==> src/rtl/mvb_discard_stats_pkg.sv <==
// Shared constants and helpers for the MVB discard statistics block.
// Register offsets are relative to each channel's window.
package mvb_discard_stats_pkg;

    localparam logic [4:0] OFF_CMD    = 5'h00;
    localparam logic [4:0] OFF_STATUS = 5'h04;
    localparam logic [4:0] OFF_TOT_LO = 5'h08;
    localparam logic [4:0] OFF_TOT_HI = 5'h0C;
    localparam logic [4:0] OFF_DIS_LO = 5'h10;
    localparam logic [4:0] OFF_DIS_HI = 5'h14;

    localparam int CHAN_STRIDE    = 32'h20;
    localparam int CMD_SAMPLE_BIT = 0;
    localparam int CMD_CLEAR_BIT  = 1;

    // Counts set bits of a vector of up to 64 regions
    function automatic logic [7:0] popcount_f(input logic [63:0] vec);
        logic [7:0] cnt;
        cnt = 8'd0;
        for (int i = 0; i < 64; i++) begin
            cnt = cnt + {7'd0, vec[i]};
        end
        return cnt;
    endfunction

endpackage

==> src/rtl/mvb_discard_stats_chan.sv <==
// One channel: popcount stage, live counters, shadow snapshot and sticky overflow.
// Shadow/overflow next-state values are exported so a same-cycle read sees the post-write state.
module mvb_discard_stats_chan
    import mvb_discard_stats_pkg::*;
#(
    parameter int REGIONS   = 4,
    parameter int CNT_WIDTH = 48,
    parameter int SATURATE  = 1
) (
    input  logic                 clk,
    input  logic                 rst_n,
    input  logic [REGIONS-1:0]   discard,
    input  logic [REGIONS-1:0]   vld,
    input  logic                 src_rdy,
    input  logic                 sample,
    input  logic                 clear,
    output logic [CNT_WIDTH-1:0] shadow_tot_nxt,
    output logic [CNT_WIDTH-1:0] shadow_dis_nxt,
    output logic                 ovf_nxt
);

    localparam int IW = $clog2(REGIONS + 1);
    // One extra bit above the wider operand so the carry out is never lost
    localparam int SW = ((CNT_WIDTH > IW) ? CNT_WIDTH : IW) + 1;

    logic [REGIONS-1:0]   tot_mask_s;
    logic [REGIONS-1:0]   dis_mask_s;
    logic [IW-1:0]        inc_tot_r;
    logic [IW-1:0]        inc_dis_r;
    logic [CNT_WIDTH-1:0] cnt_tot_r;
    logic [CNT_WIDTH-1:0] cnt_dis_r;
    logic [CNT_WIDTH-1:0] shadow_tot_r;
    logic [CNT_WIDTH-1:0] shadow_dis_r;
    logic                 ovf_r;
    logic [SW-1:0]        sum_tot_s;
    logic [SW-1:0]        sum_dis_s;
    logic [CNT_WIDTH-1:0] acc_tot_s;
    logic [CNT_WIDTH-1:0] acc_dis_s;
    logic [CNT_WIDTH-1:0] cnt_tot_nxt_s;
    logic [CNT_WIDTH-1:0] cnt_dis_nxt_s;

    function automatic logic over_f(input logic [SW-1:0] s);
        return |(s >> CNT_WIDTH);
    endfunction

    function automatic logic [CNT_WIDTH-1:0] fold_f(input logic [SW-1:0] s);
        logic [CNT_WIDTH-1:0] r;
        if (over_f(s) && (SATURATE != 0)) begin
            r = {CNT_WIDTH{1'b1}};
        end else begin
            r = s[CNT_WIDTH-1:0];
        end
        return r;
    endfunction

    assign tot_mask_s = vld & {REGIONS{src_rdy}};
    assign dis_mask_s = tot_mask_s & discard;

    // Stage 2 next-state: accumulate, then apply clear/sample commands
    always_comb begin
        sum_tot_s      = SW'(cnt_tot_r) + SW'(inc_tot_r);
        sum_dis_s      = SW'(cnt_dis_r) + SW'(inc_dis_r);
        acc_tot_s      = fold_f(sum_tot_s);
        acc_dis_s      = fold_f(sum_dis_s);
        cnt_tot_nxt_s  = acc_tot_s;
        cnt_dis_nxt_s  = acc_dis_s;
        shadow_tot_nxt = shadow_tot_r;
        shadow_dis_nxt = shadow_dis_r;
        ovf_nxt        = ovf_r | over_f(sum_tot_s) | over_f(sum_dis_s);
        if (clear) begin
            cnt_tot_nxt_s = fold_f(SW'(inc_tot_r));
            cnt_dis_nxt_s = fold_f(SW'(inc_dis_r));
            ovf_nxt       = over_f(sum_tot_s) | over_f(sum_dis_s);
        end else begin
            cnt_tot_nxt_s = acc_tot_s;
            cnt_dis_nxt_s = acc_dis_s;
        end
        if (sample) begin
            shadow_tot_nxt = acc_tot_s;
            shadow_dis_nxt = acc_dis_s;
        end else begin
            shadow_tot_nxt = shadow_tot_r;
            shadow_dis_nxt = shadow_dis_r;
        end
    end

    // Stage 1 increments and stage 2 counter/shadow/overflow state
    always_ff @(posedge clk or negedge rst_n) begin
        if (!rst_n) begin
            inc_tot_r    <= '0;
            inc_dis_r    <= '0;
            cnt_tot_r    <= '0;
            cnt_dis_r    <= '0;
            shadow_tot_r <= '0;
            shadow_dis_r <= '0;
            ovf_r        <= 1'b0;
        end else begin
            inc_tot_r    <= IW'(popcount_f(64'(tot_mask_s)));
            inc_dis_r    <= IW'(popcount_f(64'(dis_mask_s)));
            cnt_tot_r    <= cnt_tot_nxt_s;
            cnt_dis_r    <= cnt_dis_nxt_s;
            shadow_tot_r <= shadow_tot_nxt;
            shadow_dis_r <= shadow_dis_nxt;
            ovf_r        <= ovf_nxt;
        end
    end

endmodule

==> src/rtl/mvb_discard_stats.sv <==
// Per-channel discard statistics for RX MAC Lite MVB streams with an MI slave.
// Top level: MI address decode and registered read mux around CHANNELS channel instances.
module mvb_discard_stats
    import mvb_discard_stats_pkg::*;
#(
    parameter int CHANNELS      = 4,
    parameter int REGIONS       = 4,
    parameter int CNT_WIDTH     = 48,
    parameter int SATURATE      = 1,
    parameter int MI_DATA_WIDTH = 32,
    parameter int MI_ADDR_WIDTH = 32
) (
    input  logic                        CLK,
    input  logic                        RESET_N,
    input  logic [CHANNELS*REGIONS-1:0] RX_MVB_DISCARD,
    input  logic [CHANNELS*REGIONS-1:0] RX_MVB_VLD,
    input  logic [CHANNELS-1:0]         RX_MVB_SRC_RDY,
    input  logic [MI_DATA_WIDTH-1:0]    MI_DWR,
    input  logic [MI_ADDR_WIDTH-1:0]    MI_ADDR,
    input  logic                        MI_RD,
    input  logic                        MI_WR,
    input  logic [3:0]                  MI_BE,
    output logic                        MI_ARDY,
    output logic [MI_DATA_WIDTH-1:0]    MI_DRD,
    output logic                        MI_DRDY
);

    logic [CHANNELS-1:0]      chan_hit_s;
    logic [CHANNELS-1:0]      sample_s;
    logic [CHANNELS-1:0]      clear_s;
    logic [CHANNELS-1:0]      ovf_s;
    logic [CNT_WIDTH-1:0]     shd_tot_s [CHANNELS];
    logic [CNT_WIDTH-1:0]     shd_dis_s [CHANNELS];
    logic [4:0]               off_s;
    logic                     cmd_wr_s;
    logic [63:0]              tot64_s;
    logic [63:0]              dis64_s;
    logic [MI_DATA_WIDTH-1:0] rd_data_s;
    logic [MI_DATA_WIDTH-1:0] drd_r;
    logic                     drdy_r;
    logic                     unused_s;

    assign off_s    = MI_ADDR[4:0];
    assign cmd_wr_s = MI_WR & MI_BE[0] & (off_s == OFF_CMD);
    assign MI_ARDY  = MI_RD | MI_WR;
    assign MI_DRD   = drd_r;
    assign MI_DRDY  = drdy_r;
    assign unused_s = ^{MI_BE[3:1], MI_DWR[MI_DATA_WIDTH-1:2]};

    // Channel window decode and command strobes
    always_comb begin
        chan_hit_s = '0;
        sample_s   = '0;
        clear_s    = '0;
        for (int c = 0; c < CHANNELS; c++) begin
            chan_hit_s[c] = ((MI_ADDR >> 5) == MI_ADDR_WIDTH'(c * CHAN_STRIDE / 32));
            sample_s[c]   = chan_hit_s[c] & cmd_wr_s & MI_DWR[CMD_SAMPLE_BIT];
            clear_s[c]    = chan_hit_s[c] & cmd_wr_s & MI_DWR[CMD_CLEAR_BIT];
        end
    end

    genvar g;
    generate
        for (g = 0; g < CHANNELS; g++) begin : g_chan
            mvb_discard_stats_chan #(
                .REGIONS   (REGIONS),
                .CNT_WIDTH (CNT_WIDTH),
                .SATURATE  (SATURATE)
            ) u_chan (
                .clk            (CLK),
                .rst_n          (RESET_N),
                .discard        (RX_MVB_DISCARD[g*REGIONS +: REGIONS]),
                .vld            (RX_MVB_VLD[g*REGIONS +: REGIONS]),
                .src_rdy        (RX_MVB_SRC_RDY[g]),
                .sample         (sample_s[g]),
                .clear          (clear_s[g]),
                .shadow_tot_nxt (shd_tot_s[g]),
                .shadow_dis_nxt (shd_dis_s[g]),
                .ovf_nxt        (ovf_s[g])
            );
        end
    endgenerate

    // Read mux; out-of-range channels and unmapped offsets fall through to zero
    always_comb begin
        rd_data_s = '0;
        tot64_s   = 64'd0;
        dis64_s   = 64'd0;
        for (int c = 0; c < CHANNELS; c++) begin
            if (chan_hit_s[c]) begin
                tot64_s = 64'(shd_tot_s[c]);
                dis64_s = 64'(shd_dis_s[c]);
                case (off_s)
                    OFF_STATUS: rd_data_s = {31'd0, ovf_s[c]};
                    OFF_TOT_LO: rd_data_s = tot64_s[31:0];
                    OFF_TOT_HI: rd_data_s = tot64_s[63:32];
                    OFF_DIS_LO: rd_data_s = dis64_s[31:0];
                    OFF_DIS_HI: rd_data_s = dis64_s[63:32];
                    default:    rd_data_s = 32'd0;
                endcase
            end else begin
                rd_data_s = rd_data_s;
            end
        end
    end

    // Read response register: data one cycle after each accepted read
    always_ff @(posedge CLK or negedge RESET_N) begin
        if (!RESET_N) begin
            drd_r  <= '0;
            drdy_r <= 1'b0;
        end else begin
            drdy_r <= MI_RD;
            if (MI_RD) begin
                drd_r <= rd_data_s;
            end else begin
                drd_r <= drd_r;
            end
        end
    end

endmodule

==> config.mk <==
export PLATFORM = sky130hd
export DESIGN_NAME = mvb_discard_stats
export DESIGN_NICKNAME = d
export VERILOG_FILES = /design/src/rtl/mvb_discard_stats_pkg.sv /design/src/rtl/mvb_discard_stats_chan.sv /design/src/rtl/mvb_discard_stats.sv
export SDC_FILE = /design/constraint.sdc
export NUM_CORES = 2
export LEC_CHECK = 0
export ABC_AREA = 1
export BUFFER_PORTS_ARGS = -buffer_cell sky130_fd_sc_hd__clkbuf_2
export CAP_MARGIN = 10
export CORE_ASPECT_RATIO = 0.6
export CORE_MARGIN = 2
export CORE_UTILIZATION = 55
export DETAILED_ROUTE_END_ITERATION = 10
export PLACE_DENSITY = 0.72
export SLEW_MARGIN = 5
export SYNTH_ARGS = -nofsm -noshare
export SYNTH_HDL_FRONTEND = slang
export SYNTH_HIERARCHICAL = 1
export SYNTH_SLANG_ARGS = --single-unit
==> constraint.sdc <==
create_clock -name CLK -period 3.4 [get_ports CLK]
set_input_delay 0.68 -clock CLK [delete_from_list [all_inputs] [get_ports CLK]]
set_output_delay 0.68 -clock CLK [all_outputs]
set_load 0.02 [all_outputs]
==> flow_summary.json <==
{
  "core.rowCount": 83,
  "power_density_mw_per_mm2": 519,
  "crit_top_cell": "nand2_1",
  "final_util": 0.626,
  "cp-end-kind": "flop",
  "worst_slew_pin_slew_ns": 0.797,
  "portBuffers": 108,
  "hold_path.class": "input port to flop",
  "synthXorXnorAreaFrac": 0.0269,
  "root_buffer": "clkbuf_16",
  "peakVddDrop_v": 0.000380,
  "avgSynthCellArea_sq_um": 7.14,
  "syn_to_final_growth_pct": 13.0,
  "synth_cell_types": 45,
  "max_freq_ghz": 0.309,
  "period_needed_ns": 3.24,
  "wl_met3_mm": 21.1,
  "finalClockSkew_ns": 0.0205,
  "die_y_um": 231,
  "synth_nets": 6763,
  "drt_wl_total_mm": 169,
  "post-dp-hpwl_mm": 130,
  "dr_wl_met2_mm": 64.4,
  "dieWidth_um": 382,
  "h-tree-depth": 3,
  "slowest_delay_ns": 0.42,
  "grt_pass1_wl_mm": 255,
  "synth_cells": 6599,
  "routedLengthMet1_mm": 80.6,
  "top_layer_used": "met5",
  "grt_usage": 0.381,
  "synth_top_family_by_area": "simple AND/OR/NAND/NOR gates",
  "die_area_sq_mm": 0.0881,
  "worstSetupStartpointType": "flop",
  "top_level_ports": 142,
  "grt_max_degree": 94,
  "synth_fa_ha_area_frac": 0.0174,
  "worstPathRequired_ns": 3.95,
  "start_util": 0.554,
  "post-route-period-util": 0.952,
  "numClockSinks": 829,
  "setup_viol": 0,
  "path_cells": "ha_1 > fa_1 > nand3_1 > nand2_2 > nand2_2 > nor2_4 > nand3_4 > buf_4 > nand3_1 > nand2_1 > nand2_1 > nand2_1 > nand2_1 > o211ai_1 > nand2_1 > nand2_1 > nand2_1",
  "clk_pin_slew_ns": 0.06,
  "maxCapViolCount": 0,
  "core_area_sq_mm": 0.0852,
  "crit_arrival_ns": 3.79,
  "numCtsBuffers": 82,
  "clock_path_buffers": 3,
  "synth_edf_count": 0,
  "cp_max_fo": 11,
  "path_class": "flop to flop",
  "tns_ns": 0,
  "ys.flop_type": "dfrtp_1",
  "synth_compound_area_frac": 0.0487,
  "crit_family": "simple AND/OR/NAND/NOR gates",
  "ys_ff_latch": 829,
  "fill_cells": 7843,
  "power.leakage_nw": 27.2,
  "ys_warn_count": 6,
  "synthArstFlopShare": 1.00,
  "finalMaxSlewViolations": 0,
  "yosysSeqAreaShare": 0.440,
  "final_nets": 6968,
  "synth_area_sq_mm": 0.0471,
  "overflow": 0,
  "firstDrtPassIters": 6,
  "synth_mux_area_frac": 0,
  "status": "complete, no violations",
  "clk_latency_ns": 0.68,
  "slowest_stage": "fa_1",
  "wl_per_cell_um": 21.1,
  "synthSimpleGateAreaFrac": 0.396,
  "antenna_found_initial": 1,
  "finalHoldViolations": 0,
  "power_w": 0.0276,
  "via_per_inst": 5.67,
  "drive_above_1_share": 0.109,
  "place_inst": 7856,
  "cts_tree": "yes",
  "fin_cells": 8015,
  "worst_slew_margin_rel": 0.468,
  "crit_buf_inv": 1,
  "ant_nets": 0,
  "vias": 45400,
  "initialDrtViolationCount": 5792,
  "layout_common_cells": "2719 x nand2_1, 829 x dfrtp_1, 751 x nor2_1",
  "place_congestion": 0.985,
  "worst_hold_slack_ns": 0.355,
  "grt_pass1_vias": 41300,
  "drc": 0,
  "final_common_cell": "nand2_1"
}
-- through the flow --
step / worst slack (ns) / area [sq um]
after global placement: 0.0103 / 50300
after CTS: 0.0643 / 53100
after detailed placement: -0.00776 / 50300
final: 0.162 / 53300
after floorplan: 0.267 / 47100
after global routing: -0.00157 / 53300
-- what timing repair did --
action	CTS	global route
endpoints found under the hold margin	0	6
endpoints found under the setup margin	0	20
setup buffers	0	7
gates resized for setup	0	17
hold buffers	0	1
-- worst reg2reg max path, cell delays in order, from the launching register on --
cell and delay [ns]:
dfrtp_1 0.38, ha_1 0.23, fa_1 0.42, nand3_1 0.12, nand2_2 0.10, nand2_2 0.17
nor2_4 0.10, nand3_4 0.23, buf_4 0.19, nand3_1 0.17, nand2_1 0.16, nand2_1 0.09
nand2_1 0.08, nand2_1 0.18, o211ai_1 0.26, nand2_1 0.09, nand2_1 0.11, nand2_1 0.06
-- registers in the layout, summed over array words and instances (netlist names) --
signal	count
g_chan.u_chan/cnt_dis_r	192
g_chan.u_chan/cnt_tot_r	192
g_chan.u_chan/shadow_dis_r	192
g_chan.u_chan/shadow_tot_r	192
MI_DRD	32
g_chan.u_chan/inc_dis_r	12
g_chan.u_chan/inc_tot_r	12
g_chan.u_chan/ovf_r	4
MI_DRDY	1
-- worst paths after layout --
check | endpoint | slack (ns) | from | cells after the start
worst min-delay path | g_chan[2].u_chan/inc_dis_r[0] | 0.36 | RX_MVB_DISCARD[10] | 4
worst max register to register | MI_DRD[30] | 0.16 | g_chan[2].u_chan/inc_dis_r[0] | 17
worst min register to register | g_chan[3].u_chan/shadow_tot_r[15] | 0.48 | g_chan[3].u_chan/shadow_tot_r[15] | 2
max in group asynchronous | g_chan[0].u_chan/shadow_dis_r[3] | 1.75 | RESET_N | 3
worst max-delay path | MI_DRD[30] | 0.16 | g_chan[2].u_chan/inc_dis_r[0] | 17
min in group asynchronous | g_chan[3].u_chan/inc_tot_r[1] | 0.55 | RESET_N | 2
-- routing by layer --
| layer | up-vias | GRT usage |
|---|---|---|
| met1 | 21700 | 0.616 |
| met3 | 205 | 0.118 |
| met2 | 2211 | 0.490 |
| li1 | 21300 | - |
| met4 | 2 | 0.0684 |
| met5 | - | 0.0109 |
-- logic make-up (layout without fill, tap and decap cells) --
logic type / after synthesis / count (layout)
buffers and inverters: 806 / 1072
xor gates and xnor gates: 145 / 145
AOI/OAI and AO/OA: 409 / 409
and+or+nand+nor: 4354 / 4356
other: 0 / 1
DFF: 829 / 829
adders and majority gates: 56 / 56
-- Yosys cell counts, drive strengths merged, types with 3 or more instances --
cell type / n / area (sq um)
nor3: 20 / 148
nand4: 238 / 1500
clkbuf: 123 / 462
nand2: 2749 / 10400
o21ai: 103 / 519
a31oi: 150 / 963
inv: 557 / 2090
nand3b: 38 / 285
nor2: 840 / 3500
or2: 51 / 319
dfrtp: 829 / 20700
xor2: 76 / 666
buf: 124 / 780
o21a: 3 / 22.5
xnor2: 69 / 604
a21oi: 148 / 748
ha: 40 / 500
fa: 16 / 320
nand3: 414 / 2460
-- area by class of cell --
class                   count  area [sq um]  share of cell area
clock inverters            35           404             0.00759
multi-input cells        4966         23200               0.435
well taps                1147          1440              0.0269
clock buffers             112          2390              0.0449
inverters                 559          2100              0.0394
diodes                      1          2.50           0.0000470
flip-flops and latches    829         20700               0.389
repair buffers            366          3010              0.0565
-- power by group --
part / internal [W] / leakage (nW) / switching, W
clock network: 0.00554 / 1.37 / 0.00417
registers: 0.0108 / 10.8 / 0.000984
logic: 0.00187 / 15.0 / 0.00427
(Power assumes the default switching activity.)
